--- src/rtl/dmem_pkg.sv ---
// dmem_pkg: shared types, constants and address-check helper for the data-memory arbiter
package dmem_pkg;

  typedef enum logic {IDLE, ACCESS} arb_state_e;

  localparam int ADDR_LSB = 2;

  // Word-aligned and inside the memory's word range
  function automatic logic addr_ok(input logic [63:0] addr, input int depth);
    return (addr[ADDR_LSB-1:0] == '0) && ((addr >> ADDR_LSB) < 64'(depth));
  endfunction

endpackage

--- src/rtl/dmem_arbiter_rr_pick.sv ---
// rr_pick: round-robin one-hot grant, first valid bit at or above ptr, wrapping to the lowest
module rr_pick #(
  parameter int NREQ = 2,
  parameter int PW   = (NREQ > 1) ? $clog2(NREQ) : 1
) (
  input  logic [NREQ-1:0] valid,
  input  logic [PW-1:0]   ptr,
  output logic [NREQ-1:0] grant
);

  logic [NREQ-1:0] hi;

  // Prefer the lowest valid bit at or above ptr; otherwise wrap to the lowest valid bit overall
  always_comb begin
    hi = valid & ~((NREQ'(1) << ptr) - NREQ'(1));
    grant = (|hi) ? hi & (~hi + NREQ'(1)) : valid & (~valid + NREQ'(1));
  end

endmodule

--- src/rtl/dmem_arbiter.sv ---
// dmem_arbiter: round-robin two-stage arbiter sharing one data memory port between requesters
module dmem_arbiter
  import dmem_pkg::*;
#(
  parameter int WIDTH = 32,
  parameter int DEPTH = 1024,
  parameter int NREQ  = 2,
  parameter int CNT_W = 16
) (
  input  logic               clk,
  input  logic               reset,
  input  logic [NREQ-1:0]    req_valid,
  output logic [NREQ-1:0]    req_ready,
  input  logic [NREQ-1:0]    req_write,
  input  logic [NREQ*WIDTH-1:0] req_addr,
  input  logic [NREQ*WIDTH-1:0] req_wdata,
  output logic [NREQ-1:0]    resp_valid,
  output logic [WIDTH-1:0]   resp_rdata,
  output logic               resp_err,
  output logic               mem_write,
  output logic [WIDTH-1:0]   mem_addr,
  output logic [WIDTH-1:0]   mem_wdata,
  input  logic [WIDTH-1:0]   mem_rdata,
  output logic [CNT_W-1:0]   conflict_cnt
);

  localparam int PW = (NREQ > 1) ? $clog2(NREQ) : 1;

  arb_state_e state_q, state_d;
  logic [PW-1:0] rr_ptr_q, rr_ptr_d;
  logic [NREQ-1:0] grant, gnt_q, gnt_d, resp_valid_q, resp_valid_d;
  logic write_q, write_d, resp_err_q, resp_err_d, err, accept, in_access;
  logic [WIDTH-1:0] addr_q, addr_d, wdata_q, wdata_d, resp_rdata_q, resp_rdata_d;
  logic [CNT_W-1:0] cnt_q, cnt_d;

  rr_pick #(.NREQ(NREQ), .PW(PW)) u_pick (
    .valid(req_valid),
    .ptr  (rr_ptr_q),
    .grant(grant)
  );

  assign in_access    = (state_q == ACCESS);
  assign err          = ~addr_ok(64'(addr_q), DEPTH);
  assign accept       = (state_q == IDLE) & (|req_valid) & ~reset;
  assign req_ready    = accept ? grant : '0;
  assign mem_write    = in_access & write_q & ~err & ~reset;
  assign mem_addr     = addr_q;
  assign mem_wdata    = wdata_q;
  assign resp_valid   = resp_valid_q;
  assign resp_rdata   = resp_rdata_q;
  assign resp_err     = resp_err_q;
  assign conflict_cnt = cnt_q;

  // Next state: latch the winner on accept, respond from the memory cycle, count contention
  always_comb begin
    state_d = accept ? ACCESS : IDLE;
    gnt_d = accept ? grant : gnt_q;
    rr_ptr_d = rr_ptr_q;
    write_d = write_q;
    addr_d = addr_q;
    wdata_d = wdata_q;
    for (int i = 0; i < NREQ; i++) begin
      if (accept && grant[i]) begin
        rr_ptr_d = PW'((i + 1) % NREQ);
        write_d = req_write[i];
        addr_d = req_addr[i*WIDTH +: WIDTH];
        wdata_d = req_wdata[i*WIDTH +: WIDTH];
      end
    end
    resp_valid_d = in_access ? gnt_q : '0;
    resp_err_d = in_access & err;
    resp_rdata_d = (in_access && !write_q && !err) ? mem_rdata : '0;
    cnt_d = (state_q == IDLE && $countones(req_valid) >= 2 && !(&cnt_q)) ? cnt_q + CNT_W'(1) : cnt_q;
  end

  // State registers with synchronous reset
  always_ff @(posedge clk) begin
    if (reset) begin
      state_q <= IDLE;
      rr_ptr_q <= '0;
      gnt_q <= '0;
      write_q <= 1'b0;
      addr_q <= '0;
      wdata_q <= '0;
      resp_valid_q <= '0;
      resp_err_q <= 1'b0;
      resp_rdata_q <= '0;
      cnt_q <= '0;
    end else begin
      state_q <= state_d;
      rr_ptr_q <= rr_ptr_d;
      gnt_q <= gnt_d;
      write_q <= write_d;
      addr_q <= addr_d;
      wdata_q <= wdata_d;
      resp_valid_q <= resp_valid_d;
      resp_err_q <= resp_err_d;
      resp_rdata_q <= resp_rdata_d;
      cnt_q <= cnt_d;
    end
  end

endmodule

--- config.mk ---
export PLATFORM = sky130hd
export DESIGN_NAME = dmem_arbiter
export DESIGN_NICKNAME = d
export VERILOG_FILES = /design/src/rtl/dmem_pkg.sv /design/src/rtl/dmem_arbiter_rr_pick.sv /design/src/rtl/dmem_arbiter.sv
export SDC_FILE = /design/constraint.sdc
export NUM_CORES = 1
export LEC_CHECK = 0
export BUFFER_PORTS_ARGS = -buffer_cell sky130_fd_sc_hd__buf_2
export CAP_MARGIN = 20
export CELL_PAD_IN_SITES_DETAIL_PLACEMENT = 0
export CELL_PAD_IN_SITES_GLOBAL_PLACEMENT = 2
export CORE_MARGIN = 8
export CORE_UTILIZATION = 25
export CTS_BUF_LIST = sky130_fd_sc_hd__clkbuf_8
export CTS_CLUSTER_SIZE = 16
export DETAILED_ROUTE_END_ITERATION = 8
export GPL_ROUTABILITY_DRIVEN = 0
export GPL_TIMING_DRIVEN = 0
export HOLD_SLACK_MARGIN = 0.05
export PLACE_DENSITY_LB_ADDON = 0.1
export SLEW_MARGIN = 20
export SYNTH_ARGS = -nofsm -noshare
export SYNTH_HDL_FRONTEND = slang
export SYNTH_HIERARCHICAL = 1
export SYNTH_SLANG_ARGS = --single-unit
--- constraint.sdc ---
create_clock -name clk -period 1.95 [get_ports clk]
set_input_delay 0.195 -clock clk [delete_from_list [all_inputs] [get_ports clk]]
set_output_delay 0.195 -clock clk [all_outputs]
set_load 0.1 [all_outputs]
==> impl_metrics.tcl, run 1 <==
set metrics [dict create \
    netlist_instances 491 \
    final_net_count 1068 \
    antenna_found_initial 6 \
    stdcell_count 1180 \
    grt.total_usage_pct 16.51 \
    arrival_ns 1.84 \
    htreeDepth 4 \
    grt_remaining_overflow 0 \
    rows 51 \
    root_buffer "clkbuf_8" \
    period_share_pct 104.1 \
    worst-r2r-setup-slack_ns 0.08 \
    design_area_um2 8391 \
    ant_nets 0 \
    end_kind "output pin" \
    die_y_um 155.5 \
    grt_first_pass_wirelength_um 31070 \
    clkSinkCount 120 \
    rsz0062_at_grt "yes" \
    area_growth_pct 72.52 \
    cp_cell_sequence "nor4_4 -> nand4_1 -> nor2_2 -> and4_4 -> buf_12" \
    drv_cap 0 \
    ys_seq_area_share_pct 49.40 \
    ys_ff_latch 120 \
    syn_area_um2 4863 \
    yosys_warnings 6 \
    ys_types 42 \
    layout-drive-gt1-share_pct 44.75 \
    grt_pass1_vias 5608 \
    initial_core_util_pct 25.24 \
    die_area_um2 24170 \
    first_pass_iters 4 \
    placed_area_um2 6703 \
    slowest_stage "dfxtp_2" \
    path_max_fanout 3 \
    finClkSkew_ns 0.01018 \
    whs_endpoint "mem_addr[0]" \
    route.detailed.drc 0 \
    peakVddDrop_uv 350.5 \
    yosysTopAreaCell "dfxtp_1" \
    min_period_ns 2.030 \
    fin_ws_ns -0.08020 \
    reg2reg_to "conflict_cnt[15]" \
    p_leak_nw 3.810 \
    synth.top_cell.area_share_pct 49.40 \
    clockBufferDepth 2 \
    grt_max_degree 17 \
    path_clk_slew_ns 0.08 \
    synth.top_cells.by_area "dfxtp_1, mux2i_1, a211oi_1" \
    port_buffers 282 \
    setup.worst_path.start_class "register" \
    totalWireLength_um 20200 \
    cts_tree "built" \
    cts_buffers 17 \
    critPathRequiredTime_ns 1.75 \
    slowest_delay_ns 0.34 \
    violations "negative setup slack" \
    dpl.cell_count 1038 \
    fill_cells 1958 \
    drt_iter0_markers 191 \
    relSlewSlack_pct 60.65 \
    hp-start "req_addr[0]" \
    finalHoldViolations 0 \
    num_vias 5199 \
    hold_path_depth 3 \
    dpl.hpwl_um 15740 \
    hold_path_class "in -> reg" \
    tightest_slew_ns 0.5902 \
    path_class "reg -> out" \
    clk_latency_ns 0.44 \
    status "finished with violations" \
    layout_commonest_cell "buf_2" \
    wl_per_cell_um 17.12 \
    die_w_um 155.5 \
    final_cell_mix "buf_2, dlygate4sd3_1, dfxtp_1, nor2_1" \
    r2r-start "in_access" \
    syn_nets 658 \
    routed_via_density 4.406 \
    fmax_mhz 492.6 \
    slew_violations 0 \
    power_density_nw_per_um2 803.0 \
    syn_avg_cell_area_um2 9.905 \
    finalSetupTns_ns -0.1390 \
    finalSetupViolCount 2 \
    coreArea_um2 19270 \
    reg2reg_depth 5 \
    io_pins 284 \
]
==> state kept, by name (all words and copies together) (netlist names) <==
| signal | flops |
|---|---|
| conflict_cnt | 16 |
| gnt_q | 2 |
| in_access | 1 |
| mem_addr | 32 |
| mem_wdata | 32 |
| resp_err | 1 |
| resp_rdata | 32 |
| resp_valid | 2 |
| rr_ptr_q | 1 |
| write_q | 1 |
==> stage by stage <==
step | utilization (%) | power, mW | hold WS (ns) | worst slack [ns]
5_1_grt | 43.54 | 7.055 | 0.05647 | -0.1889
6_report | 43.54 | 6.737 | 0.09314 | -0.08020
2_1_floorplan | - | 3.796 | 0.3167 | 0.009411
4_1_cts | 43.23 | 6.852 | 0.05209 | -0.1782
3_3_place_gp | 34.78 | 4.193 | 0.3958 | -0.6974
3_5_place_dp | 34.78 | 4.201 | 0.3993 | -0.7329
==> area by class of cell <==
| class | instances | area (um^2) | share of cell area, % |
|---|---|---|---|
| antenna | 1 | 2.502 | 0.02982 |
| buffer | 34 | 245.2 | 2.923 |
| clock buffer | 17 | 234.0 | 2.789 |
| clock inverter | 15 | 180.2 | 2.147 |
| inverter | 6 | 26.28 | 0.3132 |
| multi-input combinational | 328 | 2349 | 27.99 |
| sequential | 120 | 2479 | 29.54 |
| tap | 265 | 331.6 | 3.952 |
| timing repair buffer | 394 | 2544 | 30.32 |
==> synth_stat cells (all sizes together) <==
master and n:
dfxtp 120, ha 1, a211oi 67, o41ai 4
nor4b 2, and4 2, xor2 1, and3b 1
nand4 4, inv 6, a21boi 2, or4b 3
o21ai 1, clkbuf 20, or3 2, or4 3
nand3 6, buf 17, a21oi 8, nor4 9
o31ai 3, mux2 3, o211a 1, and2 32
mux2i 67, o311ai 2, nand2 11, nor3 4
nand3b 1, nor2 80, and3 4, nor2b 3
a31oi 1
==> how the worst max path moves through the flow <==
stage                            start        endpoint  slack (ns)
after floorplan           mem_addr[23]   resp_rdata[0]       0.009
after global placement     mem_addr[0]  resp_rdata[19]       -0.70
after detailed placement   mem_addr[0]  resp_rdata[29]       -0.73
after CTS                     rr_ptr_q    req_ready[1]       -0.18
after global routing      mem_addr[27]       mem_write       -0.19
final                     mem_addr[14]       mem_write       -0.08
==> critical path, delay by kind of cell (launching register included) <==
family	cells	cell delay [ns]
simple gates	4	0.88
flops	1	0.34
buf+inv	1	0.17
==> per-layer routing <==
metal | track usage, % | part of all wire [%]
met4 | 5.083 | 1.5
met2 | 26.91 | 47
met5 | 0 | 0.28
met3 | 8.738 | 10
met1 | 18.28 | 41
==> cells by family (layout without fill, tap and decap cells) <==
family                   after synthesis  in the layout  synth area share (%)
flip-flops                           120            120                 49.40
AO/OA/AOI/OAI                         89             89                 13.46
other                                  0              1                     0
XOR/XNOR                               1              1                0.1801
AND/OR/NAND/NOR                      167            167                 17.31
adder cells (fa/ha/maj)                1              1                0.2572
buffers and inverters                 43            466                 4.914
multiplexers                          70             70                 14.48
==> report_power, final <==
group	switching, mW	internal, mW
sequential	0.0820	2.55
clock	1.09	1.27
combinational	1.20	0.552
==> timing repair <==
item,in CTS,in global routing
setup buffers,11,4
endpoints found under the hold margin,97,0
setup endpoints to repair,35,103
hold buffers,97,0
gates resized for setup,43,29
pin swaps,6,5
Note: power is estimated with default switching activity, not from simulation.
==> run 2: changes to the inputs <==
CORE_UTILIZATION = 24   (was 25)
CTS_BUF_LIST = default   (was sky130_fd_sc_hd__clkbuf_8)
==> run 2 against run 1 <==
The flow still finishes with violations (negative setup slack). Clock-buffer cell count is 3 higher. Combinational power is 5% lower. Critical path type unchanged. Via count is 1.9% lower. Register-to-register slack better by 0.05 ns. Global-route usage is 0.51 points lower. Largest power group is now the clock network. Fmax is 2.0% higher. Clock skew hardly changed. Core utilization is 3.1 points lower. Routed wire length is 0.24% higher. Sequential share of layout area is 1.1 points higher. Flip-flop and latch count stayed put. Worst hold slack worse by 0.021 ns.
==> impl_metrics.tcl, run 2 (synthesis results as in run 1) <==
set metrics [dict create \
    ant_nets 0 \
    die_y_um 158.4 \
    final_cell_mix "buf_2, dfxtp_1, nor2_1, mux2i_1, a211oi_1" \
    p_leak_nw 3.699 \
    first_pass_iters 4 \
    root_buffer "clkbuf_16" \
    path_class "reg -> out" \
    slew_violations 0 \
    hold_path_depth 3 \
    stdcell_count 1136 \
    path_clk_slew_ns 0.06 \
    cts_buffers 17 \
    fill_cells 2036 \
    tightest_slew_ns 0.6127 \
    drt_iter0_markers 158 \
    path_max_fanout 2 \
    grt_max_degree 17 \
    final_net_count 1016 \
    totalWireLength_um 20250 \
    status "finished with violations" \
    period_share_pct 102.0 \
    layout-drive-gt1-share_pct 47.45 \
    fin_util_pct 40.42 \
    initial_core_util_pct 24.27 \
    violations "negative setup slack" \
    whs_endpoint "mem_addr[17]" \
    min_period_ns 1.990 \
    end_kind "output pin" \
    finClkSkew_ns 0.01003 \
    r2r-start "conflict_cnt[4]" \
    grt_first_pass_wirelength_um 30570 \
    whs_ns 0.07233 \
    rows 52 \
    coreArea_um2 20040 \
    grt.total_usage_pct 16.00 \
    num_vias 5098 \
    setup.worst_path.start_class "register" \
    die_area_um2 25070 \
    io_pins 284 \
    relSlewSlack_pct 59.15 \
    grt_remaining_overflow 0 \
    finalSetupViolCount 2 \
    hp-start "req_addr[49]" \
    route.detailed.drc 0 \
    drv_cap 0 \
    worst-r2r-setup-slack_ns 0.13 \
    place_ws_ns -0.8318 \
    clkSinkCount 120 \
    peakVddDrop_uv 577.9 \
    clk_latency_ns 0.41 \
    reg2reg_depth 4 \
    arrival_ns 1.79 \
    dpl.hpwl_um 15640 \
    fmax_mhz 502.6 \
    grt_pass1_vias 5484 \
    htreeDepth 4 \
    antenna_found_initial 10 \
    reg2reg_to "conflict_cnt[15]" \
    die_w_um 158.4 \
    routed_via_density 4.488 \
    fin_ws_ns -0.03973 \
    wl_per_cell_um 17.82 \
    finalHoldViolations 0 \
    hold_path_class "in -> reg" \
    dpl.cell_count 1043 \
    rsz0062_at_grt "yes" \
    critPathRequiredTime_ns 1.75 \
    clockBufferDepth 2 \
    layout_commonest_cell "buf_2" \
    port_buffers 282 \
    power_density_nw_per_um2 936.2 \
    cts_tree "built" \
    area_growth_pct 66.53 \
]
## run 2: cell types whose count changed in the layout (fill, tap and decap cells not counted), moves of 2 or more
cell | previous run | this run
clkinvlp_4 | 3 | 1
clkbuf_8 | 17 | 1
inv_1 | 4 | 2
clkinv_4 | 6 | 4
buf_2 | 284 | 280
diode_2 | 1 | 4
inv_6 | 1 | 3
clkbuf_16 | 0 | 19
buf_4 | 16 | 18
clkbuf_1 | 9 | 12
dlygate4sd3_1 | 97 | 43
## run 2: where the power goes
group          total [mW]  internal (mW)  switching, mW
Clock                3.28           2.08           1.20
Combinational        1.67          0.486           1.18
Sequential           2.64           2.55         0.0831
## run 2: worst max path at each step
| stage | startpoint | endpoint | slack, ns | cells past startpoint |
|---|---|---|---|---|
| after floorplan | mem_addr[23] | resp_rdata[0] | 0.009 | 5 |
| after global placement | mem_addr[0] | resp_rdata[0] | -0.77 | 5 |
| after detailed placement | mem_addr[0] | resp_rdata[9] | -0.83 | 5 |
| after CTS | rr_ptr_q | req_ready[1] | -0.13 | 7 |
| after global routing | mem_addr[0] | mem_write | -0.14 | 5 |
| final | mem_addr[17] | mem_write | -0.04 | 5 |
## run 2: metal layers
metal	global-route usage (%)	wire length (um)	part of all wire [%]
met5	0	58	0.29
met4	5.523	268	1.3
met3	8.252	2413	12
met2	26.33	9713	48
met1	17.43	7794	38
## run 2: worst max-delay path: stages, from the launching register on
cell,delay (ns)
dfxtp_2,0.33
nor4_4,0.30
nand4_1,0.20
nor2_2,0.14
and4_4,0.24
buf_12,0.17
## run 2: stage by stage
step | setup TNS, ns | power [mW] | area [um^2]
2_1_floorplan | 0 | 3.796 | 4960
4_1_cts | -0.2401 | 7.699 | 8050
6_report | -0.07697 | 7.583 | 8099
5_1_grt | -0.2789 | 7.905 | 8099
3_3_place_gp | -24.09 | 4.196 | 6709
3_5_place_dp | -26.05 | 4.206 | 6709
## run 2: timing repair
item | in CTS | in global routing
hold endpoints to repair | 43 | 0
endpoints found under the setup margin | 38 | 82
resized for setup | 43 | 22
setup buffers | 15 | 2
cloned | 0 | 0
hold buffers | 43 | 0
pin swaps | 10 | 6
## run 2: cell type report
cell class,instances,area [um^2],area share [%]
inverter,6,26.28,0.3244
multi-input combinational,328,2342,28.92
antenna,4,10.01,0.1236
tap,270,337.8,4.171
buffer,34,256.5,3.167
sequential,120,2482,30.65
timing repair buffer,342,2018,24.92
clock buffer,20,489.2,6.040
clock inverter,12,136.4,1.684
